## src/rtl/cache_mem_pkg.sv

```systemverilog
// Shared types and sizing helpers for the cache line memory controller.
// Line and word-address widths are derived here so the cache and controller stay in step.
package cache_mem_pkg;

  typedef enum logic [2:0] {
    IDLE,
    WRITE,
    READ,
    READ_DRAIN,
    DONE
  } mem_state_e;

  localparam int unsigned WordW = 32;

  function automatic int unsigned line_size(input int unsigned line_addr_len);
    return 32'd1 << line_addr_len;
  endfunction

  function automatic int unsigned word_addr_w(input int unsigned addr_len,
                                              input int unsigned line_addr_len);
    return addr_len + line_addr_len;
  endfunction

endpackage

```

## src/rtl/mem_valid_delay.sv

```systemverilog
// Delays the SRAM read-issue strobe by LAT cycles.
// The output marks the cycles in which sram_rdata carries a requested word.
module mem_valid_delay #(
  parameter int unsigned LAT = 2
) (
  input  logic clk,
  input  logic rst,
  input  logic issue,
  output logic valid
);

  logic [LAT-1:0] sr_q;

  always_ff @(posedge clk or negedge rst) begin
    if (!rst) begin
      sr_q <= '0;
    end else begin
      sr_q <= LAT'({sr_q, issue});
    end
  end

  assign valid = sr_q[LAT-1];

endmodule

```

## src/rtl/cache_line_mem_ctrl.sv

```systemverilog
// Line-granular controller between the data cache and a word-wide synchronous SRAM.
// Each line is moved as LINE_SIZE single-word accesses; gnt pulses once per finished line.
module cache_line_mem_ctrl
  import cache_mem_pkg::*;
#(
  parameter int unsigned LINE_ADDR_LEN = 3,
  parameter int unsigned ADDR_LEN      = 7,
  parameter int unsigned SRAM_LAT      = 2
) (
  input  logic                                               clk,
  input  logic                                               rst,
  input  logic [ADDR_LEN-1:0]                                addr,
  input  logic                                               rd_req,
  input  logic                                               wr_req,
  input  logic [WordW*line_size(LINE_ADDR_LEN)-1:0]          wr_line,
  output logic [WordW*line_size(LINE_ADDR_LEN)-1:0]          rd_line,
  output logic                                               gnt,
  output logic                                               sram_en,
  output logic                                               sram_we,
  output logic [word_addr_w(ADDR_LEN, LINE_ADDR_LEN)-1:0]    sram_addr,
  output logic [WordW-1:0]                                   sram_wdata,
  input  logic [WordW-1:0]                                   sram_rdata
);

  localparam int unsigned LineSize = line_size(LINE_ADDR_LEN);
  localparam int unsigned LineW    = WordW * LineSize;
  localparam logic [LINE_ADDR_LEN-1:0] LastIdx = LINE_ADDR_LEN'(LineSize - 1);

  mem_state_e               state_q, state_d;
  logic [ADDR_LEN-1:0]      addr_q, addr_d;
  logic [LineW-1:0]         wline_q, wline_d;
  logic [LineW-1:0]         rd_line_q, rd_line_d;
  logic [LINE_ADDR_LEN-1:0] idx_q, idx_d;
  logic [LINE_ADDR_LEN-1:0] ret_idx_q, ret_idx_d;
  logic                     issue;
  logic                     rd_valid;

  mem_valid_delay #(
    .LAT(SRAM_LAT)
  ) u_valid_delay (
    .clk  (clk),
    .rst  (rst),
    .issue(issue),
    .valid(rd_valid)
  );

  always_comb begin
    state_d    = state_q;
    addr_d     = addr_q;
    wline_d    = wline_q;
    idx_d      = idx_q;
    ret_idx_d  = ret_idx_q;
    rd_line_d  = rd_line_q;
    gnt        = 1'b0;
    sram_en    = 1'b0;
    sram_we    = 1'b0;
    sram_addr  = '0;
    sram_wdata = '0;
    issue      = 1'b0;

    unique case (state_q)
      IDLE: begin
        idx_d     = '0;
        ret_idx_d = '0;
        // A write takes precedence if both requests are raised together.
        if (wr_req) begin
          addr_d  = addr;
          wline_d = wr_line;
          state_d = WRITE;
        end else if (rd_req) begin
          addr_d  = addr;
          state_d = READ;
        end
      end
      WRITE: begin
        sram_en    = 1'b1;
        sram_we    = 1'b1;
        sram_addr  = {addr_q, idx_q};
        sram_wdata = wline_q[idx_q*WordW +: WordW];
        if (idx_q == LastIdx) begin
          state_d = DONE;
        end else begin
          idx_d = idx_q + 1'b1;
        end
      end
      READ: begin
        sram_en   = 1'b1;
        sram_addr = {addr_q, idx_q};
        issue     = 1'b1;
        if (idx_q == LastIdx) begin
          state_d = READ_DRAIN;
        end else begin
          idx_d = idx_q + 1'b1;
        end
      end
      READ_DRAIN: begin
        if (rd_valid && (ret_idx_q == LastIdx)) begin
          state_d = DONE;
        end
      end
      DONE: begin
        gnt     = 1'b1;
        state_d = IDLE;
      end
      default: state_d = IDLE;
    endcase

    // Returned words can arrive while later reads are still being issued.
    if (rd_valid && ((state_q == READ) || (state_q == READ_DRAIN))) begin
      rd_line_d[ret_idx_q*WordW +: WordW] = sram_rdata;
      if (ret_idx_q != LastIdx) begin
        ret_idx_d = ret_idx_q + 1'b1;
      end
    end
  end

  always_ff @(posedge clk or negedge rst) begin
    if (!rst) begin
      state_q   <= IDLE;
      addr_q    <= '0;
      wline_q   <= '0;
      rd_line_q <= '0;
      idx_q     <= '0;
      ret_idx_q <= '0;
    end else begin
      state_q   <= state_d;
      addr_q    <= addr_d;
      wline_q   <= wline_d;
      rd_line_q <= rd_line_d;
      idx_q     <= idx_d;
      ret_idx_q <= ret_idx_d;
    end
  end

  assign rd_line = rd_line_q;

endmodule

```

## config.mk

```make
export PLATFORM = sky130hd
export DESIGN_NAME = cache_line_mem_ctrl
export DESIGN_NICKNAME = d
export VERILOG_FILES = /design/src/rtl/cache_mem_pkg.sv /design/src/rtl/mem_valid_delay.sv /design/src/rtl/cache_line_mem_ctrl.sv
export SDC_FILE = /design/constraint.sdc
export NUM_CORES = 1
export LEC_CHECK = 0
export CORE_AREA = 2 2 231 233
export DETAILED_ROUTE_END_ITERATION = 10
export DIE_AREA = 0 0 233 235
export HOLD_SLACK_MARGIN = 0.05
export PLACE_DENSITY = 0.84
export SKIP_LAST_GASP = 1
export SLEW_MARGIN = 20
export SYNTH_ARGS = -nofsm -noshare
export SYNTH_HDL_FRONTEND = slang
export SYNTH_HIERARCHICAL = 1
export SYNTH_SLANG_ARGS = --single-unit
```

## constraint.sdc

```tcl
create_clock -name clk -period 7.38 [get_ports clk]
set_input_delay 1.476 -clock clk [delete_from_list [all_inputs] [get_ports clk]]
set_output_delay 1.476 -clock clk [all_outputs]
set_load 0.02 [all_outputs]
```

==> results.sh, run 1 <==
export IMPL_outcome="finished clean"
export IMPL_tns_ns=0
export IMPL_worstPathRequired_ns=5.90
export IMPL_insertion_delay_ns=0.60
export IMPL_max_freq_ghz=0.192
export IMPL_place_congestion=0.876
export IMPL_rsz0062_at_grt="no"
export IMPL_grt_max_degree=207
export IMPL_final_common_cell="clkdlybuf4s50_1"
export IMPL_grt_pass1_vias=18700
export IMPL_cts_tree="done"
export IMPL_antenna_found_initial=15
export IMPL_root_buffer="clkbuf_16"
export IMPL_setup_viol=0
export IMPL_synth_area_mm2=0.0230
export IMPL_cts_hold_buf=0
export IMPL_cts_resized_gates=0
export IMPL_p_sw_uw=5610
export IMPL_grt_pass1_wl_um=109000
export IMPL_dpl_hpwl_um=49000
export IMPL_skew_ns=0.0134
export IMPL_crit_path_start="idx_q[0]$_DFFE_PN0P_"
export IMPL_min_delay_start="u_valid_delay/sr_q[0]$_DFF_PN0_"
export IMPL_p_seq_share_pct=35.7
export IMPL_power_total_uw=14900
export IMPL_pwr_share_clk_pct=21.1
export IMPL_die_area_mm2=0.0548
export IMPL_leakage_uw=0.0137
export IMPL_synthCells=2000
export IMPL_post_cts_buffers=0
export IMPL_critPathCaptureType="output port"
export IMPL_h_tree_depth=2
export IMPL_clk_path_buf_depth=3
export IMPL_power_density_mw_per_mm2=472
export IMPL_finalCriticalPeriod_ns=5.22
export IMPL_drive_above_1_share_pct=17.3
export IMPL_drt_initial_drc_count=1373
export IMPL_fin_nets=2825
export IMPL_crit_type="reg2out"
export IMPL_gr_total_overflow=0
export IMPL_reg2reg_from="ret_idx_q[0]$_DFF_PN0_"
export IMPL_peakVddDrop_v=0.000317
export IMPL_numPortBuffers=599
export IMPL_drv_cap=0
export IMPL_layout_common_cells="clkdlybuf4s50_1, dfrtp_1, mux2_2"
export IMPL_hold_viol_final=0
export IMPL_grtUsageTotal_pct=25.7
export IMPL_cts_buffers=56
export IMPL_p_comb_share_pct=43.2
export IMPL_crit_path_max_fanout=65
export IMPL_die_x_um=233
export IMPL_ios=600
export IMPL_die_y_um=235
export IMPL_switching_share_pct=37.6
export IMPL_routed_wl_um=72200
export IMPL_start_kind="flip-flop"
export IMPL_synth_area_per_cell_um2=11.5
export IMPL_synth_cell_types=42
export IMPL_hold_path_class="reg2reg"
export IMPL_synth_warnings=6
export IMPL_critPathArrivalTime_ns=3.74
export IMPL_vias=18000
export IMPL_maxSlewHeadroom_pct=20.3
export IMPL_internal_power_uw=9290
export IMPL_synth_fp_nets=2308
export IMPL_ys_seq_area_share_pct=57.6
export IMPL_clock_sinks=530
export IMPL_viasPerCell=5.51
export IMPL_worst_pin_slew_ns=1.20
export IMPL_rows=84
export IMPL_core_area_mm2=0.0522
export IMPL_timing_hold_ws_ns=0.354
export IMPL_drv_slew=0
export IMPL_start_util_pct=44.1
export IMPL_drc=0
export IMPL_ys_seq_elements=530
export IMPL_area_growth_synth_to_final_pct=36.9
export IMPL_finalCritPeriodShare_pct=70.7
export IMPL_clkSlewWorstSetupHoldPaths_ns=0.06
export IMPL_ant_nets=0
export IMPL_detail_route_wl_per_cell_um=22.1
export IMPL_firstDrtPassIters=5
worst paths after layout:
path | end | slack [ns] | cells after the start
worst max-delay path | sram_wdata[29] | 2.16 | 5
worst min-delay path | u_valid_delay/sr_q[1]$_DFF_PN0_ | 0.35 | 0
worst max register to register | rd_line[214]$_DFFE_PN0P_ | 3.88 | 9
worst min register to register | u_valid_delay/sr_q[1]$_DFF_PN0_ | 0.35 | 0
max in group asynchronous | idx_q[0]$_DFFE_PN0P_ | 4.96 | 3
min in group asynchronous | rd_line[9]$_DFFE_PN0P_ | 0.89 | 1
cell type report:
type	instances	area (µm²)
diodes	12	30.0
clock buffers	72	1570
clock inverters	34	505
fillers	4016	20700
inverters	132	495
multi-input cells	1173	8550
flip-flops and latches	530	13300
well taps	688	861
repair buffers	624	6270
layer usage:
metal  vias to the layer above  track usage, %  part of all wire (%)
li1                       7898               -                     -
met5                         -               0                 0.037
met2                       790            41.3                    48
met4                         4            16.9                   7.0
met3                       295            5.22                   6.6
met1                      8989            31.3                    38
cell usage after synthesis, drive strengths merged:
master	n	area (µm²)
or3b	1	8.76
a21oi	36	180
or3	1	6.26
a211oi	35	263
maj3	2	20.0
nor3b	3	27.5
nand2b	2	12.5
clkbuf	92	350
nand4b	1	8.76
mux2i	105	1050
nand2	192	721
and3	32	200
inv	132	495
nor4b	5	95.1
buf	73	443
mux2	295	3320
o21bai	1	7.51
nand3	131	656
o21ai	218	1090
ha	9	113
nor3	3	26.3
and2	12	75.1
o31a	1	8.76
o22a	3	26.3
xnor2	1	8.76
dfrtp	530	13300
nand3b	1	20.0
nor2b	36	225
or2	3	18.8
nor2	10	40.0
a22oi	32	240
and3b	2	17.5
cell families after synthesis:
group,share of synthesized area [%]
adders and majority gates,0.576
DFF,57.6
buffers and inverters,5.59
AOI/OAI and AO/OA,7.88
xor gates and xnor gates,0.0380
and+or+nand+nor,9.37
muxes,19.0
registers in the layout, indices dropped and copies added, names as in the netlist:
name / flops
rd_line: 256
ret_idx_q: 3
addr_q: 7
state_q: 3
u_valid_delay/sr_q: 2
idx_q: 3
wline_q: 256
worst max-delay path: stages, from the launching register on:
cell,delay [ns]
dfrtp_4,1.04
buf_4,0.79
mux2i_1,0.21
a22oi_1,0.24
and3_1,0.23
clkdlybuf4s50_1,0.61
metrics by stage:
step | std cells | util, % | cell area (µm²) | setup WS [ns]
2_1_floorplan | 2000 | - | 23000 | 4.20
3_3_place_gp | 3145 | 56.3 | 29400 | 2.82
3_5_place_dp | 3145 | 56.3 | 29400 | 2.79
4_1_cts | 3251 | 60.2 | 31500 | 2.12
5_1_grt | 3265 | 60.4 | 31600 | 1.94
6_report | 3265 | 60.4 | 31600 | 2.16
power by group through the flow:
stage               sequential [µW]  clock, µW  combinational (µW)
finish                         5320       3140                6440
detailed placement             5330          0                6360
floorplan                      5860          0                2910
global route                   5480       3310                6840
global placement               5240          0                6150
CTS                            5310       3190                6430
Note: power is estimated with default switching activity, not from simulation.
==> run 2, diff against run 1 <==
--- a/config.mk
+++ b/config.mk
@@ -5,11 +5,11 @@
 export SDC_FILE = /design/constraint.sdc
 export NUM_CORES = 1
 export LEC_CHECK = 0
-export CORE_AREA = 2 2 231 233
+export CORE_MARGIN = 1.5
+export CORE_UTILIZATION = 44
 export DETAILED_ROUTE_END_ITERATION = 10
-export DIE_AREA = 0 0 233 235
 export HOLD_SLACK_MARGIN = 0.05
-export PLACE_DENSITY = 0.84
+export PLACE_DENSITY = 0.87
 export SKIP_LAST_GASP = 1
 export SLEW_MARGIN = 20
 export SYNTH_ARGS = -nofsm -noshare
==> constraint.sdc (replaced) <==
create_clock -name clk -period 4.4 [get_ports clk]
set_input_delay 0.88 -clock clk [delete_from_list [all_inputs] [get_ports clk]]
set_output_delay 0.88 -clock clk [all_outputs]
set_load 0.02 [all_outputs]
==> run 2 against run 1 <==
Net effect:
- critical path depth is the same
- largest power group unchanged
- core utilization is 0.50 points higher
- sequential power is 67% higher
==> results.sh, run 2 (synthesis results as in run 1) <==
export IMPL_outcome="finished clean"
export IMPL_viasPerCell=5.53
export IMPL_layout_common_cells="clkdlybuf4s50_1, dfrtp_1, mux2_2"
export IMPL_grtUsageTotal_pct=26.4
export IMPL_hold_path_class="in2async"
export IMPL_worst_pin_slew_ns=0.940
export IMPL_tns_ns=0
export IMPL_critPathCaptureType="output port"
export IMPL_design_area_mm2=0.0314
export IMPL_crit_path_max_fanout=27
export IMPL_root_buffer="clkbuf_16"
export IMPL_gr_total_overflow=0
export IMPL_ff_latch_area_mm2=0.0133
export IMPL_die_x_um=232
export IMPL_max_freq_ghz=0.238
export IMPL_grt_pass1_wl_um=109000
export IMPL_dpl_cell_area_mm2=0.0296
export IMPL_cp_slowest_stage_delay_ns=0.72
export IMPL_drt_initial_drc_count=1326
export IMPL_start_util_pct=44.7
export IMPL_drv_slew=0
export IMPL_finalCriticalPeriod_ns=4.20
export IMPL_insertion_delay_ns=0.61
export IMPL_peakVddDrop_v=0.000435
export IMPL_crit_type="reg2out"
export IMPL_p_sw_uw=9370
export IMPL_ant_nets=0
export IMPL_p_seq_share_pct=36.3
export IMPL_timing_hold_ws_ns=0.308
export IMPL_hold_viol_final=0
export IMPL_clk_path_buf_depth=3
export IMPL_pre_cts_slack_ns=0.848
export IMPL_dpl_hpwl_um=50700
export IMPL_crit_buf_inv=1
export IMPL_critPathSlowestCell="or2_2"
export IMPL_drc=0
export IMPL_antenna_found_initial=13
export IMPL_vias=18100
export IMPL_internal_power_uw=15000
export IMPL_critPathArrivalTime_ns=3.32
export IMPL_post_cts_buffers=0
export IMPL_p_comb_share_pct=45.0
export IMPL_post_route_util_pct=60.9
export IMPL_multi_input_area_mm2=0.00855
export IMPL_finalWorstSetupSlack_ns=0.196
export IMPL_worstPathRequired_ns=3.52
export IMPL_clkSlewWorstSetupHoldPaths_ns=0.06
export IMPL_final_common_cell="clkdlybuf4s50_1"
export IMPL_rows=83
export IMPL_drive_above_1_share_pct=17.2
export IMPL_start_kind="flip-flop"
export IMPL_die_area_mm2=0.0537
export IMPL_cts_tree="done"
export IMPL_grt_pass1_vias=18800
export IMPL_h_tree_depth=2
export IMPL_cts_hold_buf=0
export IMPL_skew_ns=0.0238
export IMPL_core_area_mm2=0.0515
export IMPL_crit_family="simple AND/OR/NAND/NOR gates"
export IMPL_crit_path_cell_trace="or2_2 -> a211oi_1 -> a21oi_1 -> and3_1 -> clkdlybuf4s50_1"
export IMPL_leakage_uw=0.0136
export IMPL_switching_share_pct=38.4
export IMPL_ios=600
export IMPL_cts_resized_gates=0
export IMPL_cts_buffers=55
export IMPL_finalCritPeriodShare_pct=95.6
export IMPL_numPortBuffers=599
export IMPL_grt_max_degree=118
export IMPL_firstDrtPassIters=5
export IMPL_routed_wl_um=72700
export IMPL_maxSlewHeadroom_pct=36.5
export IMPL_pwr_share_clk_pct=18.7
export IMPL_clock_sinks=530
export IMPL_drv_cap=0
export IMPL_die_y_um=232
export IMPL_rsz0062_at_grt="no"
export IMPL_n_fill_cell=3911
export IMPL_setup_viol=0
export IMPL_area_growth_synth_to_final_pct=36.2
export IMPL_power_density_mw_per_mm2=778
export IMPL_detail_route_wl_per_cell_um=22.2
export IMPL_place_congestion=0.912
export IMPL_fin_nets=2840
## run 2: metal layers
metal | track usage, % | share of wire, % | up-vias
met5 | 0 | 0 | -
met4 | 16.7 | 6.9 | 0
met3 | 5.44 | 6.9 | 301
met2 | 42.9 | 48 | 937
met1 | 32.2 | 38 | 8917
li1 | - | - | 7921
## run 2: final timing paths
path / startpoint / end / slack [ns] / depth (start not counted)
worst min register to register: u_valid_delay/sr_q[0]$_DFF_PN0_ / u_valid_delay/sr_q[1]$_DFF_PN0_ / 0.36 / 0
worst max-delay path: idx_q[2]$_DFFE_PN0P_ / sram_wdata[1] / 0.20 / 5
worst min-delay path: rst / wline_q[181]$_DFFE_PN0P_ / 0.31 / 1
max in group asynchronous: rst / rd_line[171]$_DFFE_PN0P_ / 2.94 / 2
worst max register to register: ret_idx_q[1]$_DFF_PN0_ / rd_line[44]$_DFFE_PN0P_ / 1.42 / 8
min in group clk: u_valid_delay/sr_q[0]$_DFF_PN0_ / u_valid_delay/sr_q[1]$_DFF_PN0_ / 0.36 / 0
## run 2: power groups by stage
stage / clock [µW] / sequential, µW / combinational, µW
2_1_floorplan: 0 / 9820 / 4870
6_report: 4570 / 8870 / 11000
3_5_place_dp: 0 / 8890 / 10800
3_3_place_gp: 0 / 8700 / 10500
5_1_grt: 4850 / 9130 / 11600
4_1_cts: 4630 / 8850 / 11000
## run 2: worst register-to-register path: stages, from the launching register on
cell and delay [ns]:
dfrtp_1 0.50, inv_1 0.11, ha_1 0.22, ha_1 0.51, o31a_1 0.31, nand3_2 0.56
buf_4 0.47, nand2_1 0.09, o21ai_0 0.09
## run 2: cell type report
cell class | count | share of cell area [%]
multi-input combinational | 1173 | 27.3
antenna | 16 | 0.128
tap | 680 | 2.71
inverter | 132 | 1.58
sequential | 530 | 42.3
timing repair buffer | 640 | 20.4
clock inverter | 14 | 0.343
clock buffer | 85 | 5.26
## run 2: metrics by stage
step                total power, µW  std cells
finish                        24400       3270
global placement              19200       3155
global route                  25600       3267
floorplan                     14700       2000
CTS                           24400       3254
detailed placement            19700       3155
==> run 3, diff against run 2 <==
--- a/config.mk
+++ b/config.mk
@@ -6,13 +6,13 @@
 export NUM_CORES = 1
 export LEC_CHECK = 0
 export CORE_MARGIN = 1.5
-export CORE_UTILIZATION = 44
+export CORE_UTILIZATION = 45
 export DETAILED_ROUTE_END_ITERATION = 10
 export HOLD_SLACK_MARGIN = 0.05
-export PLACE_DENSITY = 0.87
+export PLACE_DENSITY = 0.88
+export SETUP_SLACK_MARGIN = 0.05
 export SKIP_LAST_GASP = 1
 export SLEW_MARGIN = 20
 export SYNTH_ARGS = -nofsm -noshare
 export SYNTH_HDL_FRONTEND = slang
-export SYNTH_HIERARCHICAL = 1
 export SYNTH_SLANG_ARGS = --single-unit
==> run 3 against run 2 <==
Net effect:
- synthesized cell count decreased by 19%
- sequential cell count unchanged
- register-to-register slack worse by 0.40 ns
- final area grew 2.4%
- synthesized area rose by 3.1%
- via count fell by 11%
- clock power about the same
- maximum frequency up 0.98%
- cell count is 9.8% lower
- clock skew is 0.0075 ns lower
- critical path type unchanged
- largest cell class unchanged
==> results.sh, run 3 <==
export IMPL_antenna_found_initial=7
export IMPL_tns_ns=0
export IMPL_grt_max_degree=109
export IMPL_drv_cap=0
export IMPL_instances_no_fill=2948
export IMPL_clkSlewWorstSetupHoldPaths_ns=0.06
export IMPL_outcome="finished clean"
export IMPL_dpl_hpwl_um=48900
export IMPL_worstPathRequired_ns=3.52
export IMPL_crit_type="reg2out"
export IMPL_synth_warnings=0
export IMPL_synth_top_family_by_area="multiplexers"
export IMPL_hold_path_class="reg2reg"
export IMPL_cts_resized_gates=0
export IMPL_area_growth_synth_to_final_pct=35.2
export IMPL_ys_seq_area_share_pct=55.8
export IMPL_start_kind="flip-flop"
export IMPL_post_cts_buffers=0
export IMPL_start_util_pct=45.4
export IMPL_hold_viol_final=0
export IMPL_synthMuxAreaShare_pct=32.0
export IMPL_ant_nets=0
export IMPL_dpl_cell_area_mm2=0.0304
export IMPL_layout_common_cells="clkdlybuf4s50_1, dfrtp_1, mux2_2"
export IMPL_critPathArrivalTime_ns=3.28
export IMPL_synthCells=1628
export IMPL_ff_latch_area_mm2=0.0133
export IMPL_final_common_cell="clkdlybuf4s50_1"
export IMPL_synth_cell_types=42
export IMPL_ys_top_cells_by_count="dfrtp_1, mux2_2, mux2i_1"
export IMPL_power_density_mw_per_mm2=700
export IMPL_cts_tree="done"
export IMPL_grt_pass1_vias=17200
export IMPL_crit_path_cell_trace="buf_4 -> mux2i_1 -> a22oi_1 -> and3_1 -> clkdlybuf4s50_1"
export IMPL_post_synth_top_count_cell="dfrtp_1"
export IMPL_synth_compound_area_share_pct=2.22
export IMPL_crit_family="buffers and inverters"
export IMPL_worst_pin_slew_ns=1.15
export IMPL_synth_fp_nets=1936
export IMPL_peakVddDrop_v=0.000416
export IMPL_vias=16200
export IMPL_leakage_uw=0.0146
export IMPL_drc=0
export IMPL_viasPerCell=5.48
export IMPL_crit_path_max_fanout=49
export IMPL_h_tree_depth=2
export IMPL_synthSimpleGateAreaFrac_pct=5.73
export IMPL_multi_input_area_mm2=0.00968
export IMPL_critPathCaptureType="output port"
export IMPL_cp_slowest_stage_delay_ns=0.98
export IMPL_design_area_mm2=0.0321
export IMPL_cts_hold_buf=0
export IMPL_core_area_mm2=0.0523
export IMPL_place_congestion=0.869
export IMPL_setup_viol=0
export IMPL_root_buffer="clkbuf_16"
export IMPL_synth_area_per_cell_um2=14.6
export IMPL_grtUsageTotal_pct=25.3
export IMPL_detail_route_wl_per_cell_um=23.6
export IMPL_die_x_um=233
export IMPL_ys_top_cells_by_area="dfrtp_1, mux2_2, mux2_4"
export IMPL_rsz0062_at_grt="no"
export IMPL_drv_slew=0
export IMPL_placedCellCount=2844
export IMPL_gr_total_overflow=0
export IMPL_drt_initial_drc_count=911
export IMPL_synth_ff_type="dfrtp_1"
export IMPL_crit_buf_inv=2
export IMPL_async_reset_ff_share_pct=100
export IMPL_synth_top_area_cell="dfrtp_1"
export IMPL_timing_hold_ws_ns=0.357
export IMPL_rows=84
export IMPL_critPathSlowestCell="dfrtp_4"
export IMPL_clk_path_buf_depth=3
export IMPL_ys_seq_elements=530
export IMPL_firstDrtPassIters=5
export IMPL_synth_top_area_share_pct=55.8
export IMPL_cts_buffers=53
export IMPL_synth_xor_area_share_pct=0.0369
export IMPL_skew_ns=0.0164
export IMPL_finalCritPeriodShare_pct=94.6
export IMPL_n_fill_cell=3761
export IMPL_insertion_delay_ns=0.58
export IMPL_grt_pass1_wl_um=105000
export IMPL_synth_area_mm2=0.0238
export IMPL_clock_sinks=530
export IMPL_routed_wl_um=69700
export IMPL_die_y_um=233
export IMPL_ios=600
export IMPL_finalCriticalPeriod_ns=4.16
export IMPL_synth_edff_count=0
export IMPL_fin_nets=2519
export IMPL_numPortBuffers=599
export IMPL_die_area_mm2=0.0542
export IMPL_maxSlewHeadroom_pct=23.3
export IMPL_drive_above_1_share_pct=27.7
export IMPL_synth_fa_ha_area_share_pct=0.474
export IMPL_max_freq_ghz=0.240
## run 3: path summary, 6_finish.rpt
path	end	depth (start not counted)	from	slack [ns]
setup reg to reg	rd_line[36]$_DFFE_PN0P_	8	ret_idx_q[0]$_DFF_PN0_	1.02
hold / removal	u_valid_delay.sr_q[1]$_DFF_PN0_	0	u_valid_delay.sr_q[0]$_DFF_PN0_	0.36
hold reg to reg	u_valid_delay.sr_q[1]$_DFF_PN0_	0	u_valid_delay.sr_q[0]$_DFF_PN0_	0.36
min in group asynchronous	rd_line[253]$_DFFE_PN0P_	1	rst	0.41
setup / recovery	sram_wdata[4]	5	idx_q[0]$_DFFE_PN0P_	0.24
max in group asynchronous	wline_q[99]$_DFFE_PN0P_	2	rst	2.95
## run 3: area by class of cell
| cell class | count | share of cell area (%) |
|---|---|---|
| clock inverters | 17 | 0.444 |
| well taps | 688 | 2.68 |
| repair buffers | 640 | 19.9 |
| flip-flops and latches | 530 | 41.3 |
| multi-input cells | 948 | 30.1 |
| diodes | 6 | 0.0467 |
| inverters | 38 | 0.444 |
| clock buffers | 81 | 5.02 |
## run 3: where the power goes
group	switching (µW)	leakage (µW)	internal, µW	total (µW)
Sequential	1410	0.00677	6900	8310
Clock	1910	0.000881	2640	4550
Combinational	4710	0.00695	4930	9630
Total	8020	0.0146	14500	22500
## run 3: cell families (layout without fill, tap and decap cells)
| logic type | Yosys count | count (layout) |
|---|---|---|
| other | 0 | 6 |
| AO/OA/AOI/OAI | 71 | 71 |
| flip-flops | 530 | 530 |
| multiplexers | 651 | 651 |
| XOR/XNOR | 1 | 1 |
| buffers and inverters | 150 | 776 |
| adder cells (fa/ha/maj) | 9 | 9 |
| AND/OR/NAND/NOR | 216 | 216 |
## run 3: worst register-to-register path, stage by stage, from the launching register on
cell and delay [ns]:
dfrtp_1 0.32, buf_4 0.30, inv_1 0.13, ha_1 0.24, ha_1 0.52, o31a_1 0.30, and3_2 0.78, buf_4 0.36
mux2_4 0.32
## run 3: metrics by stage
stage                     setup slack, ns  power, µW  util (%)
final                               0.237      22500      61.4
after global routing                0.131      23500      61.4
after CTS                           0.216      22600      61.4
after detailed placement            0.884      17900      58.0
after global placement              0.952      17400      58.0
after floorplan                      1.86      13900         -
## run 3: layer usage
metal	share of wire, %	up-vias	track usage, %
li1	-	6949	-
met1	39	8374	31.0
met2	49	687	42.4
met3	8.1	155	6.97
met4	3.8	2	9.78
met5	0.016	-	0
